--- src/rtl/aes_ctl_pkg.sv ---
// Shared constants, state encoding and key-code mapping for the AES CBC controllers.
// CBC_CTL_OUT_CHKSUM_EN adds the TRAIL state used for the XOR trailer word.
package aes_ctl_pkg;

  localparam int DW = 32;
  localparam int BW = 128;
  localparam int LW = 8;

  localparam logic [1:0] TAG_HDR = 2'b01;
  localparam logic [1:0] TAG_DAT = 2'b00;
  localparam logic [1:0] TAG_END = 2'b10;

  localparam logic [2:0] KCODE_128 = 3'b101;
  localparam logic [2:0] KCODE_192 = 3'b100;
  localparam logic [2:0] KCODE_256 = 3'b011;

  typedef enum logic [2:0] {
    IDLE,
    HDR,
    WAIT,
`ifdef CBC_CTL_OUT_CHKSUM_EN
    SEND,
    TRAIL
`else
    SEND
`endif
  } state_e;

  // Key mode 3 is illegal and yields an all-zero code.
  function automatic logic [2:0] kcode(input logic [1:0] key_mode);
    case (key_mode)
      2'd0:    kcode = KCODE_128;
      2'd1:    kcode = KCODE_192;
      2'd2:    kcode = KCODE_256;
      default: kcode = 3'b000;
    endcase
  endfunction

endpackage

--- src/rtl/blk_serializer.sv ---
// 128-to-32 shift buffer: loads a result block and presents one word at a time,
// advancing only when the controller actually writes a word.
module blk_serializer
  import aes_ctl_pkg::*;
(
  input  logic          clk,
  input  logic          rst_n,
  input  logic          load_i,
  input  logic [BW-1:0] blk_i,
  input  logic          adv_i,
  output logic [DW-1:0] word_o,
  output logic          last_o
);

  logic [BW-1:0] buf_q, buf_d;
  logic [1:0]    idx_q, idx_d;

  always_comb begin
    buf_d = buf_q;
    idx_d = idx_q;
    if (load_i) begin
      buf_d = blk_i;
      idx_d = 2'd0;
    end else if (adv_i) begin
      buf_d = {{DW{1'b0}}, buf_q[BW-1:DW]};
      idx_d = idx_q + 2'd1;
    end
  end

  always_ff @(negedge clk or negedge rst_n) begin
    if (!rst_n) begin
      buf_q <= '0;
      idx_q <= '0;
    end else begin
      buf_q <= buf_d;
      idx_q <= idx_d;
    end
  end

  assign word_o = buf_q[DW-1:0];
  assign last_o = (idx_q == 2'(BW / DW - 1));

endmodule

--- src/rtl/cbc_ctl_out.sv ---
// Output controller of the AES CBC datapath: frames result blocks into tagged FIFO words.
// Define CBC_CTL_OUT_CHKSUM_EN to append an XOR checksum trailer to every frame.
module cbc_ctl_out
  import aes_ctl_pkg::*;
(
  input  logic          clk,
  input  logic          rst_n,
  input  logic          i_start,
  input  logic [7:0]    i_data_len,
  input  logic          i_mode,
  input  logic [1:0]    i_key_mode,
  input  logic          i_done_aes,
  input  logic [127:0]  i_data_out_aes,
  input  logic          i_full_fifo,
  output logic          o_wr_out,
  output logic [33:0]   o_data_out,
  output logic [127:0]  o_data_chain,
  output logic          o_done_data,
  output logic          o_busy,
  output logic          o_error
);

  state_e          state_q;
  logic [LW-1:0]   len_q;
  logic            mode_q;
  logic [1:0]      kmode_q;
  logic [LW-1:0]   cnt_q;
  logic            wr_q;
  logic [DW+1:0]   data_q;
  logic [BW-1:0]   chain_q;
  logic            done_q;
  logic            err_q;
`ifdef CBC_CTL_OUT_CHKSUM_EN
  logic [DW-1:0]   chk_q;
`endif

  logic [DW-1:0]   ser_word;
  logic            ser_last;
  logic            ser_load;
  logic            ser_adv;
  logic            last_frame_word;
  logic [1:0]      word_tag;

  assign ser_load        = (state_q == WAIT) && i_done_aes && !i_start;
  assign ser_adv         = (state_q == SEND) && !i_full_fifo && !i_start;
  assign last_frame_word = (cnt_q == len_q - 8'd1);
`ifdef CBC_CTL_OUT_CHKSUM_EN
  assign word_tag        = TAG_DAT;
`else
  assign word_tag        = last_frame_word ? TAG_END : TAG_DAT;
`endif

  blk_serializer u_ser (
    .clk    (clk),
    .rst_n  (rst_n),
    .load_i (ser_load),
    .blk_i  (i_data_out_aes),
    .adv_i  (ser_adv),
    .word_o (ser_word),
    .last_o (ser_last)
  );

  // A result block is only welcome in WAIT; anywhere else it is dropped and flagged.
  always_ff @(negedge clk or negedge rst_n) begin
    if (!rst_n) begin
      state_q <= IDLE;
      len_q   <= '0;
      mode_q  <= 1'b0;
      kmode_q <= '0;
      cnt_q   <= '0;
      wr_q    <= 1'b0;
      data_q  <= '0;
      chain_q <= '0;
      done_q  <= 1'b0;
      err_q   <= 1'b0;
`ifdef CBC_CTL_OUT_CHKSUM_EN
      chk_q   <= '0;
`endif
    end else begin
      wr_q   <= 1'b0;
      done_q <= 1'b0;
      if (i_done_aes && state_q != WAIT) err_q <= 1'b1;
      if (i_start) begin
        state_q <= HDR;
        len_q   <= {i_data_len[LW-1:2], 2'b00};
        mode_q  <= i_mode;
        kmode_q <= i_key_mode;
        cnt_q   <= '0;
        err_q   <= (state_q != IDLE) || i_done_aes ||
                   (i_data_len[1:0] != 2'b00) || (i_key_mode == 2'd3);
`ifdef CBC_CTL_OUT_CHKSUM_EN
        chk_q   <= '0;
`endif
      end else begin
        case (state_q)
          HDR: if (!i_full_fifo) begin
            wr_q    <= 1'b1;
            data_q  <= {TAG_HDR, {(DW-LW-4){1'b0}}, kcode(kmode_q), mode_q, len_q};
            state_q <= (len_q == '0) ? IDLE : WAIT;
          end
          WAIT: if (i_done_aes) begin
            chain_q <= i_data_out_aes;
            state_q <= SEND;
          end
          SEND: if (!i_full_fifo) begin
            wr_q   <= 1'b1;
            data_q <= {word_tag, ser_word};
            cnt_q  <= cnt_q + 8'd1;
`ifdef CBC_CTL_OUT_CHKSUM_EN
            chk_q  <= chk_q ^ ser_word;
`endif
            if (ser_last) begin
              done_q <= 1'b1;
`ifdef CBC_CTL_OUT_CHKSUM_EN
              state_q <= last_frame_word ? TRAIL : WAIT;
`else
              state_q <= last_frame_word ? IDLE : WAIT;
`endif
            end
          end
`ifdef CBC_CTL_OUT_CHKSUM_EN
          TRAIL: if (!i_full_fifo) begin
            wr_q    <= 1'b1;
            data_q  <= {TAG_END, chk_q};
            state_q <= IDLE;
          end
`endif
          default: ;
        endcase
      end
    end
  end

  assign o_wr_out     = wr_q;
  assign o_data_out   = data_q;
  assign o_data_chain = chain_q;
  assign o_done_data  = done_q;
  assign o_busy       = (state_q != IDLE);
  assign o_error      = err_q;

endmodule

--- config.mk ---
export PLATFORM = sky130hd
export DESIGN_NAME = cbc_ctl_out
export DESIGN_NICKNAME = d
export VERILOG_FILES = /design/src/rtl/aes_ctl_pkg.sv /design/src/rtl/blk_serializer.sv /design/src/rtl/cbc_ctl_out.sv
export SDC_FILE = /design/constraint.sdc
export NUM_CORES = 1
export LEC_CHECK = 0
export ABC_AREA = 0
export CAP_MARGIN = 20
export CORE_AREA = 2 2 203 155
export CTS_CLUSTER_SIZE = 30
export DETAILED_ROUTE_END_ITERATION = 7
export DIE_AREA = 0 0 205 157
export GPL_ROUTABILITY_DRIVEN = 0
export PLACE_DENSITY = 0.79
export SYNTH_ARGS = -nofsm -noshare
export SYNTH_HDL_FRONTEND = slang
export SYNTH_SLANG_ARGS = --single-unit
--- constraint.sdc ---
create_clock -name clk -period 4.3 [get_ports clk]
set_clock_uncertainty 0.2 [all_clocks]
set_input_delay 0.645 -clock clk [delete_from_list [all_inputs] [get_ports clk]]
set_output_delay 0.645 -clock clk [all_outputs]
set_load 0.05 [all_outputs]
==> results list <==
- The routed design has 35720 um of wire.
- The core region is 0.03000 mm^2.
- The initial antenna violation count was 0.
* Remaining global-route overflow: 0
* Headroom to the max-slew limit: 62.31%
- The tightest hold path in the finished design has a slack of 0.2456 ns.
- Net count after synthesis: 1286
- Critical path arrival: 3.48 ns
* Data required time at the worst endpoint: 3.45 ns
* Overall die area: 0.03219 mm^2
- The run finished, with violations left.
- Dividing total power by cell area gives a power density of 615.4 mW/mm^2.
- Hold buffers post-CTS: 0
* First DRT Iteration DRCs: 599
- Buffers inserted during clock tree synthesis total 31.
- VDD IR max: 0.0004616 V
* Category of the most critical setup path: register to output pin
* Number of max-slew violations in the final report: 0
- The most used flip-flop cell after synthesis is sky130_fd_sc_hd__dfrtn_1.
- For this design the top-level I/O count stands at 310.
- The die is 157 um tall.
- For this run, the post-layout net count is 1641.
- The detailed router placed 9783 vias in this run.
- Storage cell area: 0.007858 mm^2
- The synthesized netlist devotes 0.8384% of its cell area to XOR and XNOR gates.
- Port bufs: 309
* Violations in the final reports: negative setup slack
* Hold depth: 1
* Router iterations before antenna repair: 5
- Leaving out fill and tap cells, the most frequent cell in the layout is sky130_fd_sc_hd__nand2_1.
* Highest cell delay on the worst timing path: 0.34 ns
* EDFF count, synth: 0
- After synthesis the cells add up to 0.01254 mm^2.
* Ratio of cells with drive above 1 in the final layout: 20.58%
- Setup repair after global routing could not meet its margin everywhere.
- After clock tree synthesis, the clock-pin slew on the worst setup and hold paths is 0.04 ns.
- Clock Root Buffer: sky130_fd_sc_hd__clkbuf_16
* Depth of the CTS H-tree: 1
- Number of warnings reported in the yosys synthesis log: 0
- For this run, asynchronously set or reset flops after synthesis account for 100.0%.
- For this configuration, the core starts out at a cell density of 41.78%.
* Mapped Cells: 1138
- In this run the worst path has a maximum fanout of 2.
- Counting every sink on the clock net gives 314.
- In the post-route analysis, the smallest setup slack over all paths is -0.02173 ns.
- In the final routed layout, each cell accounts on average for 18.65 um.
- Placement Setup Slack: -0.4833 ns
- Measured against the total synthesized area, the mux share comes to 9.113%.
- Counting flops and latches in the post-synthesis netlist gives 314.
- Portion of the post-synthesis area used by sequential elements: 62.68%
* Core occupancy in the finished layout: 63.83%
- The analysis attributes to cell leakage a power of 9.008 nW.
* Clk buf depth: 3
- Slew of the pin with the lowest slew margin: 0.5654 ns
- TritonCTS built the clock tree.
- The via count of the first global-routing pass is 10330.
- After Yosys synthesis, full adders, half adders and majority gates account for 0.3992% of the synthesized area.
* Combined global-route utilization of all metal layers: 22.59%
- After legalization and detailed placement, the total HPWL measured 26370 um.
- The top cell types in the final layout, fill and taps aside, are sky130_fd_sc_hd__nand2_1, sky130_fd_sc_hd__dfrtn_1, sky130_fd_sc_hd__buf_12, sky130_fd_sc_hd__clkdlybuf4s50_1, sky130_fd_sc_hd__mux2i_1.
- In this run the mean area of a mapped cell was 11.02 um^2.
- Count of distinct cell types in the synthesized netlist: 45
- Power, Total: 11.79 mW
* Width of the die: 205 um
* Number of cells on the worst reg-to-reg path: 7
- Category of the worst setup path capture point: output pin
- Cell at the slowest stage of the critical path: sky130_fd_sc_hd__dfrtn_1
- sky130_fd_sc_hd__dfrtn_1 takes more of the synthesized area than any other cell.
* Largest family of logic cells by synthesized area: simple AND/OR/NAND/NOR gates
* Number of hold violations in the final report: 0
- CP startpoint kind: register
- Clock latency of the later-clocked register in the worst-skew pair: 0.55 ns
- MaxCap Viol Count: 0
- Fill cells: 2235
* # rows: 55
* Setup Total Neg Slack: -0.02173 ns
- The first global-routing pass estimated 57080 um of wire.
- Using the TritonRoute via totals, the vias-per-cell ratio works out to 5.109.
* Cells taking the most area after synthesis: sky130_fd_sc_hd__dfrtn_1, sky130_fd_sc_hd__nand2_1, sky130_fd_sc_hd__mux2i_1
- Area fraction in and, or, nand and nor cells after synthesis: 14.11%
- Relative to the synthesized area, the layout overhead comes to 52.77%.
- Traced cell by cell, the critical path runs through or2_4 -> buf_12.
- Worst min path class: register to register
- Maximum number of pins on one net before global-route repair: 95
- The count of nets left with antenna violations once routing finished came out at 0.
- Endpoints failing setup: 1
- The multi-input combinational cells in the finished layout cover a total of 0.004219 mm^2.
* Fraction of the mapped netlist area in compound gates: 9.083%
- 0 antenna diodes ended up in the layout.
- In the routed design, unresolved DRC markers number 0.
- After synthesis, the largest area contributor takes up 62.68% of total cell area.
through the flow:
| step | cells | instance area, um^2 |
|---|---|---|
| after floorplan | 1138 | 12540 |
| after global placement | 1857 | 18180 |
| after detailed placement | 1857 | 18180 |
| after CTS | 1914 | 19140 |
| after global routing | 1915 | 19150 |
| final | 1915 | 19150 |
area by class of cell:
class / count / area share [%]
sequential: 314 / 41.03
timing repair buffer: 388 / 29.26
multi-input combinational: 752 / 22.03
clock buffer: 48 / 4.697
tap: 399 / 2.607
clock inverter: 8 / 0.2613
inverter: 6 / 0.1176
flip-flops by register name (all words and copies together), names as in the netlist:
register      cells
mode_q            1
o_wr_out          1
o_done_data       1
state_q           2
cnt_q             8
o_error           1
kmode_q           2
u_ser.idx_q       2
len_q             6
o_data_out       34
u_ser.buf_q     128
o_data_chain    128
worst max-delay path, delay by kind of cell (launching register included):
kind	cells	cell delay, ns
flops	1	0.34
simple gates	1	0.28
buf+inv	1	0.15
repair_timing:
action | in CTS | in global routing
cloned | 0 | 0
pin swaps | 1 | 1
buffers inserted | 1 | 1
gates resized for setup | 1 | 0
setup endpoints to repair | 1 | 1
cells in the mapped netlist, types with 2 or more instances:
cell / n
sky130_fd_sc_hd__ha_1: 4
sky130_fd_sc_hd__mux2i_1: 104
sky130_fd_sc_hd__buf_6: 9
sky130_fd_sc_hd__o21ai_1: 99
sky130_fd_sc_hd__a21oi_1: 13
sky130_fd_sc_hd__inv_1: 3
sky130_fd_sc_hd__buf_4: 16
sky130_fd_sc_hd__or3_1: 3
sky130_fd_sc_hd__a31oi_1: 2
sky130_fd_sc_hd__clkbuf_1: 22
sky130_fd_sc_hd__xor2_1: 7
sky130_fd_sc_hd__inv_2: 3
sky130_fd_sc_hd__a211oi_1: 2
sky130_fd_sc_hd__buf_8: 5
sky130_fd_sc_hd__nand2b_1: 2
sky130_fd_sc_hd__nand4_1: 4
sky130_fd_sc_hd__buf_2: 12
sky130_fd_sc_hd__xnor2_1: 5
sky130_fd_sc_hd__a22o_1: 55
sky130_fd_sc_hd__o21ai_0: 6
sky130_fd_sc_hd__nand3_1: 2
sky130_fd_sc_hd__nor2_1: 15
sky130_fd_sc_hd__nor3_1: 2
sky130_fd_sc_hd__nand2_1: 398
sky130_fd_sc_hd__dfrtn_1: 314
sky130_fd_sc_hd__mux2_2: 9
sky130_fd_sc_hd__nand3b_1: 2
sky130_fd_sc_hd__nor4_1: 3
path summary, 6_finish.rpt:
check / from / slack, ns / end
setup / recovery: state_q[0] / -0.02 / o_busy
hold / removal: u_ser.buf_q[100] / 0.25 / u_ser.buf_q[100]
setup reg to reg: len_q[2] / 2.13 / o_data_out[33]
hold reg to reg: u_ser.buf_q[100] / 0.25 / u_ser.buf_q[100]
max in group asynchronous: rst_n / 1.35 / u_ser.buf_q[77]
min in group asynchronous: rst_n / 1.80 / o_data_chain[61]
logic make-up (layout without fill, tap and decap cells):
kind of cell / count (synthesis) / in the layout
xor+xnor: 12 / 12
simple gates: 442 / 442
fa+ha+maj: 4 / 4
compound gates: 181 / 181
buf+inv: 72 / 450
mux: 113 / 113
flops: 314 / 314
power by group:
part,internal [mW],leakage [nW],switching [mW],total (mW)
clock,1.43,0.467,1.11,2.54
sequential,3.89,4.10,0.801,4.69
combinational,2.19,4.44,2.36,4.55
total,7.51,9.01,4.27,11.8
layer usage:
layer / vias to the layer above / routed length, um / global-route usage (%)
li1: 4525 / - / -
met1: 4877 / 15290 / 30.98
met2: 321 / 16770 / 36.04
met3: 60 / 2885 / 6.190
met4: 0 / 781 / 5.036
met5: - / 0 / 0
Note: power is estimated with default switching activity, not from simulation.
